`src/rtl/tlb_fill_unit_if.sv`:
```
// Lookup, flush and page-walker signals of tlb_fill_unit.
// slave  : the TLB fill unit itself.
// master : the surrounding pipeline and page walker.
// Optional TLB_PERF_CTR_EN adds the hit/miss counter outputs.
interface tlb_fill_unit_if;
    // Lookup side
    logic        IN_lkValid;
    logic [19:0] IN_lkVpn;
    logic        IN_lkStore;
    logic        IN_lkExec;
    logic        IN_userMode;
    logic        IN_sum;
    logic [21:0] IN_rootPPN;
    logic        IN_flush;

    logic        OUT_resValid;
    logic        OUT_resHit;
    logic        OUT_resFault;
    logic [19:0] OUT_resPpn;
    logic        OUT_busy;

    // Page-walker side
    logic        OUT_pwRqValid;
    logic [31:0] OUT_pwRqAddr;
    logic [21:0] OUT_pwRqRoot;
    logic        IN_pwBusy;
    logic        IN_pwValid;
    logic [1:0]  IN_pwRqID;
    logic        IN_pwSuper;
    logic        IN_pwFault;
    logic        IN_pwGlobl;
    logic        IN_pwUser;
    logic [21:0] IN_pwPpn;
    logic [19:0] IN_pwVpn;
    logic [2:0]  IN_pwRwx;

`ifdef TLB_PERF_CTR_EN
    logic [31:0] OUT_hitCnt;
    logic [31:0] OUT_missCnt;
`endif

    modport slave (
        input  IN_lkValid, IN_lkVpn, IN_lkStore, IN_lkExec, IN_userMode, IN_sum,
               IN_rootPPN, IN_flush,
        input  IN_pwBusy, IN_pwValid, IN_pwRqID, IN_pwSuper, IN_pwFault, IN_pwGlobl,
               IN_pwUser, IN_pwPpn, IN_pwVpn, IN_pwRwx,
        output OUT_resValid, OUT_resHit, OUT_resFault, OUT_resPpn, OUT_busy,
        output OUT_pwRqValid, OUT_pwRqAddr, OUT_pwRqRoot
`ifdef TLB_PERF_CTR_EN
        , output OUT_hitCnt, OUT_missCnt
`endif
    );

    modport master (
        output IN_lkValid, IN_lkVpn, IN_lkStore, IN_lkExec, IN_userMode, IN_sum,
               IN_rootPPN, IN_flush,
        output IN_pwBusy, IN_pwValid, IN_pwRqID, IN_pwSuper, IN_pwFault, IN_pwGlobl,
               IN_pwUser, IN_pwPpn, IN_pwVpn, IN_pwRwx,
        input  OUT_resValid, OUT_resHit, OUT_resFault, OUT_resPpn, OUT_busy,
        input  OUT_pwRqValid, OUT_pwRqAddr, OUT_pwRqRoot
`ifdef TLB_PERF_CTR_EN
        , input OUT_hitCnt, OUT_missCnt
`endif
    );
endinterface

```
`src/rtl/tlb_fill_unit.sv`:
```
// Fully-associative TLB in front of the page walker.
// One lookup per cycle with a registered (1-cycle) result; a miss while idle launches a
// single page walk whose result fills the entry at a round-robin replacement pointer.
// Permissions are evaluated per lookup, so entries survive privilege changes.
// A faulting walk is remembered in a one-entry fault latch and reported on the next
// lookup of that vpn.
// Optional feature: define TLB_PERF_CTR_EN to add OUT_hitCnt / OUT_missCnt.
module tlb_fill_unit #(
    parameter int unsigned NUM_ENTRIES = 8,
    parameter logic [1:0]  RQ_ID       = 2'd0
) (
    input logic             clk,
    input logic             rst,
    tlb_fill_unit_if.slave  bus
);

    localparam int unsigned IdxW = (NUM_ENTRIES > 1) ? $clog2(NUM_ENTRIES) : 1;

    typedef enum logic [1:0] {StIdle, StReq, StWait} state_t;

    // Entry storage
    logic [NUM_ENTRIES-1:0] entValidQ;
    logic [NUM_ENTRIES-1:0] entUserQ;
    logic [NUM_ENTRIES-1:0] entGloblQ;
    logic [NUM_ENTRIES-1:0] entSuperQ;
    logic [19:0]            entVpnQ [NUM_ENTRIES];
    logic [19:0]            entPpnQ [NUM_ENTRIES];
    logic [2:0]             entRwxQ [NUM_ENTRIES];
    logic [IdxW-1:0]        ptrQ;

    // Walk control
    state_t      stateQ, stateD;
    logic [19:0] walkVpnQ;
    logic [21:0] walkRootQ;
    logic        discardQ;
    logic        startWalk;
    logic        walkDone;
    logic        pwMine;
    logic        pwAccept;
    logic        doFill;
    logic        doLatch;

    // Fault latch
    logic        faultValidQ;
    logic [19:0] faultVpnQ;

    // Lookup datapath
    logic            lkMatch;
    logic [IdxW-1:0] lkIdx;
    logic [2:0]      selRwx;
    logic            selUser;
    logic            selSuper;
    logic [19:0]     selPpn;
    logic            latchHit;
    logic            permFault;
    logic            lkHit;
    logic            lkFault;
    logic [19:0]     lkPpn;

    // Result registers
    logic        resValidQ;
    logic        resHitQ;
    logic        resFaultQ;
    logic [19:0] resPpnQ;

    // Associative match; iterate downwards so the lowest matching index wins.
    always_comb begin
        lkMatch = 1'b0;
        lkIdx   = '0;
        for (int i = int'(NUM_ENTRIES) - 1; i >= 0; i--) begin
            if (entValidQ[i] &&
                (entSuperQ[i] ? (entVpnQ[i][19:10] == bus.IN_lkVpn[19:10])
                              : (entVpnQ[i] == bus.IN_lkVpn))) begin
                lkMatch = 1'b1;
                lkIdx   = i[IdxW-1:0];
            end
        end
    end

    // Permission check and hit/fault/ppn selection for the current lookup.
    always_comb begin
        selRwx   = entRwxQ[lkIdx];
        selUser  = entUserQ[lkIdx];
        selSuper = entSuperQ[lkIdx];
        selPpn   = selSuper ? {entPpnQ[lkIdx][19:10], bus.IN_lkVpn[9:0]} : entPpnQ[lkIdx];

        // rwx is {r, w, x}
        permFault = (bus.IN_lkStore && !selRwx[1])
                 || (bus.IN_lkExec && !selRwx[0])
                 || (!bus.IN_lkStore && !bus.IN_lkExec && !selRwx[2])
                 || (bus.IN_userMode && !selUser)
                 || (!bus.IN_userMode && selUser && (bus.IN_lkExec || !bus.IN_sum));

        latchHit = faultValidQ && (faultVpnQ == bus.IN_lkVpn);

        // A lookup sampled in a flush cycle always misses.
        lkHit   = !bus.IN_flush && (latchHit || lkMatch);
        lkFault = lkHit && (latchHit || permFault);
        lkPpn   = (lkHit && !latchHit) ? selPpn : 20'd0;
    end

    // Walk FSM next state: IDLE -> REQ on a miss, REQ -> WAIT on accept, back on result.
    always_comb begin
        stateD    = stateQ;
        startWalk = 1'b0;
        walkDone  = 1'b0;
        pwMine    = bus.IN_pwValid && (bus.IN_pwRqID == RQ_ID);
        pwAccept  = bus.IN_pwBusy && (bus.IN_pwRqID == RQ_ID);
        case (stateQ)
            StIdle: begin
                if (bus.IN_lkValid && !lkHit && !bus.IN_flush) begin
                    stateD    = StReq;
                    startWalk = 1'b1;
                end
            end
            StReq: begin
                // A result may overtake the accept; treat it exactly as in WAIT.
                if (pwMine) begin
                    stateD   = StIdle;
                    walkDone = 1'b1;
                end else if (pwAccept) begin
                    stateD = StWait;
                end
            end
            StWait: begin
                if (pwMine) begin
                    stateD   = StIdle;
                    walkDone = 1'b1;
                end
            end
            default: stateD = StIdle;
        endcase

        // A flush in the completion cycle discards the result just like an earlier one.
        doFill  = walkDone && !discardQ && !bus.IN_flush && !bus.IN_pwFault;
        doLatch = walkDone && !discardQ && !bus.IN_flush && bus.IN_pwFault;
    end

    // FSM state register, walk request latches and discard flag.
    always_ff @(posedge clk) begin
        if (rst) begin
            stateQ    <= StIdle;
            walkVpnQ  <= '0;
            walkRootQ <= '0;
            discardQ  <= 1'b0;
        end else begin
            stateQ <= stateD;
            if (startWalk) begin
                walkVpnQ  <= bus.IN_lkVpn;
                walkRootQ <= bus.IN_rootPPN;
            end
            if (walkDone) begin
                discardQ <= 1'b0;
            end else if (bus.IN_flush && (stateQ != StIdle)) begin
                discardQ <= 1'b1;
            end
        end
    end

    // Entry valid bits and replacement pointer (power-of-two depth wraps naturally).
    always_ff @(posedge clk) begin
        if (rst) begin
            entValidQ <= '0;
            ptrQ      <= '0;
        end else begin
            if (bus.IN_flush) begin
                entValidQ <= '0;
            end else if (doFill) begin
                entValidQ[ptrQ] <= 1'b1;
            end
            if (doFill) begin
                ptrQ <= ptrQ + 1'b1;
            end
        end
    end

    // Entry payload; qualified by the valid bits, so no reset needed.
    always_ff @(posedge clk) begin
        if (doFill) begin
            entVpnQ[ptrQ]   <= bus.IN_pwVpn;
            entPpnQ[ptrQ]   <= bus.IN_pwPpn[19:0];
            entRwxQ[ptrQ]   <= bus.IN_pwRwx;
            entUserQ[ptrQ]  <= bus.IN_pwUser;
            entGloblQ[ptrQ] <= bus.IN_pwGlobl;
            entSuperQ[ptrQ] <= bus.IN_pwSuper;
        end
    end

    // Fault latch: set by a faulting walk, consumed by the next lookup of that vpn.
    always_ff @(posedge clk) begin
        if (rst || bus.IN_flush) begin
            faultValidQ <= 1'b0;
            faultVpnQ   <= '0;
        end else if (doLatch) begin
            faultValidQ <= 1'b1;
            faultVpnQ   <= bus.IN_pwVpn;
        end else if (bus.IN_lkValid && latchHit) begin
            faultValidQ <= 1'b0;
        end
    end

    // Registered lookup result.
    always_ff @(posedge clk) begin
        if (rst) begin
            resValidQ <= 1'b0;
            resHitQ   <= 1'b0;
            resFaultQ <= 1'b0;
            resPpnQ   <= '0;
        end else begin
            resValidQ <= bus.IN_lkValid;
            resHitQ   <= bus.IN_lkValid && lkHit;
            resFaultQ <= bus.IN_lkValid && lkFault;
            resPpnQ   <= lkPpn;
        end
    end

    assign bus.OUT_resValid  = resValidQ;
    assign bus.OUT_resHit    = resHitQ;
    assign bus.OUT_resFault  = resFaultQ;
    assign bus.OUT_resPpn    = resPpnQ;
    assign bus.OUT_busy      = (stateQ != StIdle);
    assign bus.OUT_pwRqValid = (stateQ == StReq);
    assign bus.OUT_pwRqAddr  = {walkVpnQ, 12'h000};
    assign bus.OUT_pwRqRoot  = walkRootQ;

`ifdef TLB_PERF_CTR_EN
    logic [31:0] hitCntQ;
    logic [31:0] missCntQ;

    // Lookup statistics; deliberately survive flushes.
    always_ff @(posedge clk) begin
        if (rst) begin
            hitCntQ  <= '0;
            missCntQ <= '0;
        end else if (bus.IN_lkValid) begin
            if (lkHit) begin
                hitCntQ <= hitCntQ + 32'd1;
            end else begin
                missCntQ <= missCntQ + 32'd1;
            end
        end
    end

    assign bus.OUT_hitCnt  = hitCntQ;
    assign bus.OUT_missCnt = missCntQ;
`else
    // No performance counters in this build.
`endif

    // Global bit is kept for the entry format but flush invalidates everything anyway;
    // the upper walker PPN bits fall outside the 20-bit physical page number.
    logic unusedBits;
    assign unusedBits = ^{entGloblQ, bus.IN_pwPpn[21:20]};

endmodule

```
`src/flat_wrapper.sv`:
```
// flat-port wrapper written by rule: the top's interface ports become plain ports
module tlb_fill_unit_flat 
#(
    parameter int unsigned NUM_ENTRIES = 8,
    parameter logic [1:0]  RQ_ID       = 2'd0
)
  (clk, rst, bus_IN_lkValid, bus_IN_lkVpn, bus_IN_lkStore, bus_IN_lkExec, bus_IN_userMode, bus_IN_sum, bus_IN_rootPPN, bus_IN_flush, bus_IN_pwBusy, bus_IN_pwValid, bus_IN_pwRqID, bus_IN_pwSuper, bus_IN_pwFault, bus_IN_pwGlobl, bus_IN_pwUser, bus_IN_pwPpn, bus_IN_pwVpn, bus_IN_pwRwx, bus_OUT_resValid, bus_OUT_resHit, bus_OUT_resFault, bus_OUT_resPpn, bus_OUT_busy, bus_OUT_pwRqValid, bus_OUT_pwRqAddr, bus_OUT_pwRqRoot);
  tlb_fill_unit_if bus_i ();
  input logic clk;
  input logic rst;
  input wire logic [$bits(bus_i.IN_lkValid)-1:0] bus_IN_lkValid;
  input wire logic [$bits(bus_i.IN_lkVpn)-1:0] bus_IN_lkVpn;
  input wire logic [$bits(bus_i.IN_lkStore)-1:0] bus_IN_lkStore;
  input wire logic [$bits(bus_i.IN_lkExec)-1:0] bus_IN_lkExec;
  input wire logic [$bits(bus_i.IN_userMode)-1:0] bus_IN_userMode;
  input wire logic [$bits(bus_i.IN_sum)-1:0] bus_IN_sum;
  input wire logic [$bits(bus_i.IN_rootPPN)-1:0] bus_IN_rootPPN;
  input wire logic [$bits(bus_i.IN_flush)-1:0] bus_IN_flush;
  input wire logic [$bits(bus_i.IN_pwBusy)-1:0] bus_IN_pwBusy;
  input wire logic [$bits(bus_i.IN_pwValid)-1:0] bus_IN_pwValid;
  input wire logic [$bits(bus_i.IN_pwRqID)-1:0] bus_IN_pwRqID;
  input wire logic [$bits(bus_i.IN_pwSuper)-1:0] bus_IN_pwSuper;
  input wire logic [$bits(bus_i.IN_pwFault)-1:0] bus_IN_pwFault;
  input wire logic [$bits(bus_i.IN_pwGlobl)-1:0] bus_IN_pwGlobl;
  input wire logic [$bits(bus_i.IN_pwUser)-1:0] bus_IN_pwUser;
  input wire logic [$bits(bus_i.IN_pwPpn)-1:0] bus_IN_pwPpn;
  input wire logic [$bits(bus_i.IN_pwVpn)-1:0] bus_IN_pwVpn;
  input wire logic [$bits(bus_i.IN_pwRwx)-1:0] bus_IN_pwRwx;
  output wire logic [$bits(bus_i.OUT_resValid)-1:0] bus_OUT_resValid;
  output wire logic [$bits(bus_i.OUT_resHit)-1:0] bus_OUT_resHit;
  output wire logic [$bits(bus_i.OUT_resFault)-1:0] bus_OUT_resFault;
  output wire logic [$bits(bus_i.OUT_resPpn)-1:0] bus_OUT_resPpn;
  output wire logic [$bits(bus_i.OUT_busy)-1:0] bus_OUT_busy;
  output wire logic [$bits(bus_i.OUT_pwRqValid)-1:0] bus_OUT_pwRqValid;
  output wire logic [$bits(bus_i.OUT_pwRqAddr)-1:0] bus_OUT_pwRqAddr;
  output wire logic [$bits(bus_i.OUT_pwRqRoot)-1:0] bus_OUT_pwRqRoot;
  assign bus_i.IN_lkValid = bus_IN_lkValid;
  assign bus_i.IN_lkVpn = bus_IN_lkVpn;
  assign bus_i.IN_lkStore = bus_IN_lkStore;
  assign bus_i.IN_lkExec = bus_IN_lkExec;
  assign bus_i.IN_userMode = bus_IN_userMode;
  assign bus_i.IN_sum = bus_IN_sum;
  assign bus_i.IN_rootPPN = bus_IN_rootPPN;
  assign bus_i.IN_flush = bus_IN_flush;
  assign bus_i.IN_pwBusy = bus_IN_pwBusy;
  assign bus_i.IN_pwValid = bus_IN_pwValid;
  assign bus_i.IN_pwRqID = bus_IN_pwRqID;
  assign bus_i.IN_pwSuper = bus_IN_pwSuper;
  assign bus_i.IN_pwFault = bus_IN_pwFault;
  assign bus_i.IN_pwGlobl = bus_IN_pwGlobl;
  assign bus_i.IN_pwUser = bus_IN_pwUser;
  assign bus_i.IN_pwPpn = bus_IN_pwPpn;
  assign bus_i.IN_pwVpn = bus_IN_pwVpn;
  assign bus_i.IN_pwRwx = bus_IN_pwRwx;
  assign bus_OUT_resValid = bus_i.OUT_resValid;
  assign bus_OUT_resHit = bus_i.OUT_resHit;
  assign bus_OUT_resFault = bus_i.OUT_resFault;
  assign bus_OUT_resPpn = bus_i.OUT_resPpn;
  assign bus_OUT_busy = bus_i.OUT_busy;
  assign bus_OUT_pwRqValid = bus_i.OUT_pwRqValid;
  assign bus_OUT_pwRqAddr = bus_i.OUT_pwRqAddr;
  assign bus_OUT_pwRqRoot = bus_i.OUT_pwRqRoot;
  tlb_fill_unit #(.NUM_ENTRIES(NUM_ENTRIES), .RQ_ID(RQ_ID)) u_core (.clk(clk), .rst(rst), .bus(bus_i));
endmodule
```
`config.mk`:
```
export PLATFORM = sky130hd
export DESIGN_NAME = tlb_fill_unit_flat
export DESIGN_NICKNAME = d
export VERILOG_FILES = /design/src/rtl/tlb_fill_unit_if.sv /design/src/rtl/tlb_fill_unit.sv /design/src/flat_wrapper.sv
export SDC_FILE = /design/constraint.sdc
export NUM_CORES = 1
export LEC_CHECK = 0
export ABC_AREA = 1
export CORE_UTILIZATION = 52
export CTS_CLUSTER_DIAMETER = 120
export DETAILED_ROUTE_END_ITERATION = 12
export GPL_ROUTABILITY_DRIVEN = 0
export PLACE_DENSITY = 0.73
export SYNTH_ARGS = -nofsm -noshare
export SYNTH_HDL_FRONTEND = slang
export SYNTH_SLANG_ARGS = --single-unit
```
`constraint.sdc`:
```
create_clock -name clk -period 4.7 [get_ports clk]
set_clock_uncertainty 0.2 [all_clocks]
set_input_delay 1.175 -clock clk [delete_from_list [all_inputs] [get_ports clk]]
set_output_delay 1.175 -clock clk [all_outputs]
set_load 0.01 [all_outputs]
```
---- Word level (Yosys, flattened, before mapping) ----
Memories as Yosys holds them, arrays and structs flattened.
Cells that the tools add are included.
word-level totals
  bits in registers ....................... 116
  RAM bits ................................ 344
  input bits .............................. 103
  output and inout port bits .............. 79
  logic and storage cells ................. 153
  memories ................................ 3
cells by class
  $add $sub $neg .......................... 1
  $lt $le $gt $ge ......................... 3
  equality and inequality tests ........... 22
  mux-type cells .......................... 46
  bitwise operators ....................... 2
  reductions and logical operators ........ 62
memory list
  name            words  bits a word  rd ports  clocked after memory_dff  wr ports  RTL line             text
  u_core.entPpnQ  8      20           1         0                         1         tlb_fill_unit.sv:27  logic [19:0] entPpnQ [NUM_ENTRIES];
  u_core.entVpnQ  8      20           8         0                         1         tlb_fill_unit.sv:26  logic [19:0] entVpnQ [NUM_ENTRIES];
  u_core.entRwxQ  8      3            1         0                         1         tlb_fill_unit.sv:28  logic [2:0] entRwxQ [NUM_ENTRIES];
operators by type and width
  cell                 number
  $eq 20x20->1         9
  $eq 10x10->1         8
  $logic_and 1x1->1    32
  $mux 1               27
  $mux 3               8
  $bwmux 8             2
  $logic_not 1->1      13
  $mux 10              1
  $logic_or 1x1->1     8
  $lt 3x4->1 const B   2
  $mux 2               4
  $or 8x8->8           1
  $reduce_or 2->1      4
  $bmux 1 s3           2
  $pmux 2 s3           1
  $logic_not 2->1      2
  $ne 2x1->1 const B   2
  $reduce_bool 2->1    2
  $add 3x1->3 const B  1
  $demux 1 s3          1
  $ge 3x1->1 const B   1
  $ne 3x1->1 const B   1
  $reduce_and 3->1     1
  $eq 2x1->1 const B   1
  2 further kinds      2

---- Depth between registers and ports, before layout ----
An unclocked memory read counts as a cell.
  depth in word-level cells ............... 22
  depth in mapped cells ................... 26
  gate-level depth less buffers ........... 24

---- Least setup slack after synthesis ----
No wires, ideal clock.
  path kind ............................... input to register
  start point ............................. input bus_IN_pwRqID[1]
  end point ............................... memory u_core.entPpnQ[0][0], enable pin
  setup time .............................. 0.449 ns
  data arrival time ....................... 3.865 ns
  data required time ...................... 4.051 ns
  setup slack ............................. 0.186 ns
  cell stages on the path ................. 7
  buffers on the path ..................... 0
  cells stage by stage .................... nor2_1 nand3_1 nor3_1 nand2_1 nor2_1 inv_1 nor2_1
between the ends
  cells in the longest elaborated chain, start to end .. 9
RTL lines
  what                            RTL line                                    text
  start, declared                 flat_wrapper.sv:21                          input wire logic [$bits(bus_i.IN_pwRqID)-1:0] bus_IN_pwRqID;
  $logic_not 2->1                 tlb_fill_unit.sv:107                        pwMine = bus.IN_pwValid && (bus.IN_pwRqID == RQ_ID);
  $logic_and 1x1->1               tlb_fill_unit.sv:107
  $mux 1                          tlb_fill_unit.sv:118, tlb_fill_unit.sv:126
  $mux 1                          n/a
  $logic_and 1x1->1 (3 in a row)  tlb_fill_unit.sv:135                        doFill = walkDone && !discardQ && !bus.IN_flush && !bus.IN_pwFault;
  $mux 1                          tlb_fill_unit.sv:179                        if (doFill) begin
  $mux 1 (not written as such)    tlb_fill_unit.sv:181                        entPpnQ[ptrQ] <= bus.IN_pwPpn[19:0];
  end, declared                   tlb_fill_unit.sv:27
Every way passes these cells.

---- Worst setup path after layout ----
  start point ............................. input bus_IN_lkVpn[18]
  end point ............................... register u_core.resPpnQ[6] (netlist: u_core.bus.OUT_resPpn[6])
between the ends
  cells in the longest elaborated chain, start to end .. 16
  elaborated cells between the ends (all ways) .. 60
  classes of those cells .................. eq/ne: 17; mux: 27; bitwise: 1; reduce/logical: 14; memory: 1
RTL lines
  what                                                   RTL line              text
  start, declared                                        flat_wrapper.sv:12    input wire logic [$bits(bus_i.IN_lkVpn)-1:0] bus_IN_lkVpn;
  branches (longest 16 deep; another with $eq 20x20->1)  n/a
  end signal, assigned                                   tlb_fill_unit.sv:213  resPpnQ <= lkPpn;
  end, declared                                          tlb_fill_unit.sv:64   logic [19:0] resPpnQ;
Parallel ways; which one is timed is not known. The select of a mux whose other input is x is not followed.
A chain may end at the register's enable or synchronous reset.

==> flow_summary.toml <==
[synth]
yosysWarningCount = 0
synth_ff_type = "edfxtp_1"
synthArstFlopShare = 0
synthCells = 1863
synth_cell_types = 47
avgSynthCellArea_um2 = 10.6
synth_seq_cells = 460
seq_area_frac_synth = 0.648
synth_area_mm2 = 0.0198
synth_edf_count = 360

[setup_path]
critical_path.cell_chain = "clkdlybuf4s50_1 > buf_4 > xor2_1 > nor2_1 > nand3_1 > nor2_1 > nand2_1 > o21ai_1 > nand3_1 > a21oi_4 > buf_12 > o21ai_0 > o21ai_0 > nand2_1 > nand2_1 > nor2_1 > nor2_1"
critical_path.slowest_cell = "clkdlybuf4s50_1"
arrival_ps = 4390
crit_top_cell = "nor2_1"
start_kind = "input pin"
end_kind = "flip-flop"
worstPathRequired_ps = 5010
critPathMaxFanout = 78
max_stage_delay_ps = 480
worstSetupPathType = "input pin to flip-flop"
rrSetupSlack_ps = 1480

[clock_tree]
clock-root-buffer = "clkbuf_16"
postCtsResizedCells = 0
cts_sinks = 460
clockBufferDepth = 3
cts_tree = "built"
postCtsSetupBuffers = 0
holdBufCountCts = 0
clock_latency_ps = 580
clk_pin_slew_ps = 60
h-tree-depth = 2
cts_buffers = 47

[hold_path]
hp-class = "flip-flop to flip-flop"

[sta]
maxSlewViolCount = 0
tns_ps = 0
hold_violations = 0
fin_crit_sh = 0.868
setup-violations-final = 0
slew_headroom = 0.345
period_needed_ps = 4080
worst_pin_slew_ps = 983
fmax_mhz = 245
rsz0062_at_grt = "no"

[pwr]
powerDensity_mw_per_mm2 = 366
peakVddDrop_v = 0.000320
totalPowerFinal_mw = 8.71
p_leak_nw = 8.66

[drt]
remaining_drc_errors = 0
wl_met2_um = 23700
drtIter0Drc = 1360
vias = 14378
dr_wl_met3_um = 4300
drt_wl_total_um = 50200
firstDrtPassIters = 6
topRoutingLayerUsed = "met4"
wire_per_inst_um = 19.3
m1WireLength_um = 20200
ant_nets = 0
viasPerCell = 5.52

[layout]
layout.area.seq_mm2 = 0.0128
final_cell_mix = "edfxtp_1, nand2_1, clkdlybuf4s50_1"
fillCellCount = 2900
multi_input_area_mm2 = 0.00582
drive_gt1_frac = 0.108
nets = 2162
final_common_cell = "edfxtp_1"
area_growth_pct = 20.3

[die]
dieWidth_um = 197
core-area_mm2 = 0.0376
pin_count = 182
initial_core_util = 0.526
rows = 71
die_h_um = 197
die_area_mm2 = 0.0388

[grt]
grt-ovfl-total = 0
grt_max_degree = 79
grtUsageTotal = 0.260
grt_pass1_vias = 13966
antenna_found_initial = 2
grt_pass1_wl_um = 76100

[status]
status = "completed"

[place]
io_buffers = 166
dp_hpwl_um = 31600

[run]
cap_viol_max_count = 0
-- stage by stage --
step           hold slack, ps  cells  setup slack (ps)  utilization  cell area [um^2]
4_1_cts                   265   2602               690        0.633             23800
2_1_floorplan             240   1874               186            -             19800
3_5_place_dp              256   2517               126        0.593             22300
5_1_grt                   279   2602               443        0.633             23800
6_report                  263   2604               618        0.633             23800
3_3_place_gp              252   2517               132        0.593             22300
-- flip-flops by register name, summed over array words and instances, names as in the netlist --
register / cells
u_core.bus.OUT_pwRqRoot: 22
u_core.bus.OUT_resFault: 1
u_core.bus.OUT_resHit: 1
u_core.bus.OUT_resPpn: 20
u_core.bus.OUT_resValid: 1
u_core.discardQ: 1
u_core.entPpnQ: 160
u_core.entRwxQ: 24
u_core.entSuperQ: 8
u_core.entUserQ: 8
u_core.entValidQ: 8
u_core.entVpnQ: 160
u_core.faultValidQ: 1
u_core.faultVpnQ: 20
u_core.ptrQ: 3
u_core.stateQ: 2
u_core.walkVpnQ: 20
-- worst max-delay path: cells and delay by family --
kind / cells / cell delay [ps]
compound gates: 4 / 750
buf+inv: 3 / 1050
xor+xnor: 1 / 170
simple gates: 9 / 1220
-- layout make-up --
cell class	count	share of cell area
repair buffers	229	0.0985
well taps	511	0.0269
clock inverters	25	0.00994
multi-input cells	1140	0.245
inverters	177	0.0279
clock buffers	60	0.0532
flip-flops and latches	460	0.539
diodes	2	0.000210
-- routing by layer --
metal | up-vias | global-route usage
li1 | 6744 | -
met5 | - | 0
met4 | 0 | 0.113
met2 | 649 | 0.428
met1 | 6841 | 0.334
met3 | 144 | 0.0525
-- synth_stat cells, types with 8 or more instances --
| library cell | n | area, um^2 |
|---|---|---|
| nand2_1 | 326 | 1220 |
| o21ai_0 | 87 | 435 |
| xnor2_1 | 40 | 350 |
| o21ai_1 | 75 | 375 |
| nor2_1 | 172 | 646 |
| nor3_1 | 16 | 80.1 |
| or2_2 | 40 | 250 |
| nand3_1 | 73 | 365 |
| o211ai_1 | 10 | 75.1 |
| inv_2 | 19 | 71.3 |
| edfxtp_1 | 360 | 10800 |
| buf_2 | 28 | 140 |
| xor2_1 | 29 | 254 |
| buf_4 | 29 | 218 |
| buf_6 | 8 | 90.1 |
| inv_1 | 158 | 593 |
| nor4_1 | 12 | 75.1 |
| dfxtp_1 | 100 | 2000 |
| a211oi_1 | 18 | 135 |
| a31oi_1 | 10 | 62.6 |
| nor3b_1 | 9 | 67.6 |
| a21oi_1 | 124 | 621 |
| nand4_1 | 36 | 225 |
| clkbuf_1 | 32 | 120 |
-- report_power, final --
part           internal, mW  switching [mW]
clock network          2.12            1.52
logic                 0.270           0.341
registers              4.43          0.0236
-- path summary, 6_finish.rpt --
path	startpoint	to	cells past startpoint
worst max register to register	u_core.entVpnQ[7][10]	u_core.bus.OUT_resPpn[6]	13
worst min register to register	u_core.bus.OUT_pwRqRoot[12]	u_core.bus.OUT_pwRqRoot[12]	2
worst min-delay path	u_core.bus.OUT_pwRqRoot[12]	u_core.bus.OUT_pwRqRoot[12]	2
worst max-delay path	bus_IN_lkVpn[18]	u_core.bus.OUT_resPpn[6]	17
-- logic make-up after synthesis --
kind of cell | Yosys count | synth area share
AO/OA/AOI/OAI | 348 | 0.0985
XOR/XNOR | 69 | 0.0306
adder cells (fa/ha/maj) | 4 | 0.00253
buffers and inverters | 274 | 0.0624
flip-flops | 460 | 0.648
other | 1 | 0.000190
AND/OR/NAND/NOR | 707 | 0.158
Note: power is estimated with default switching activity, not from simulation.
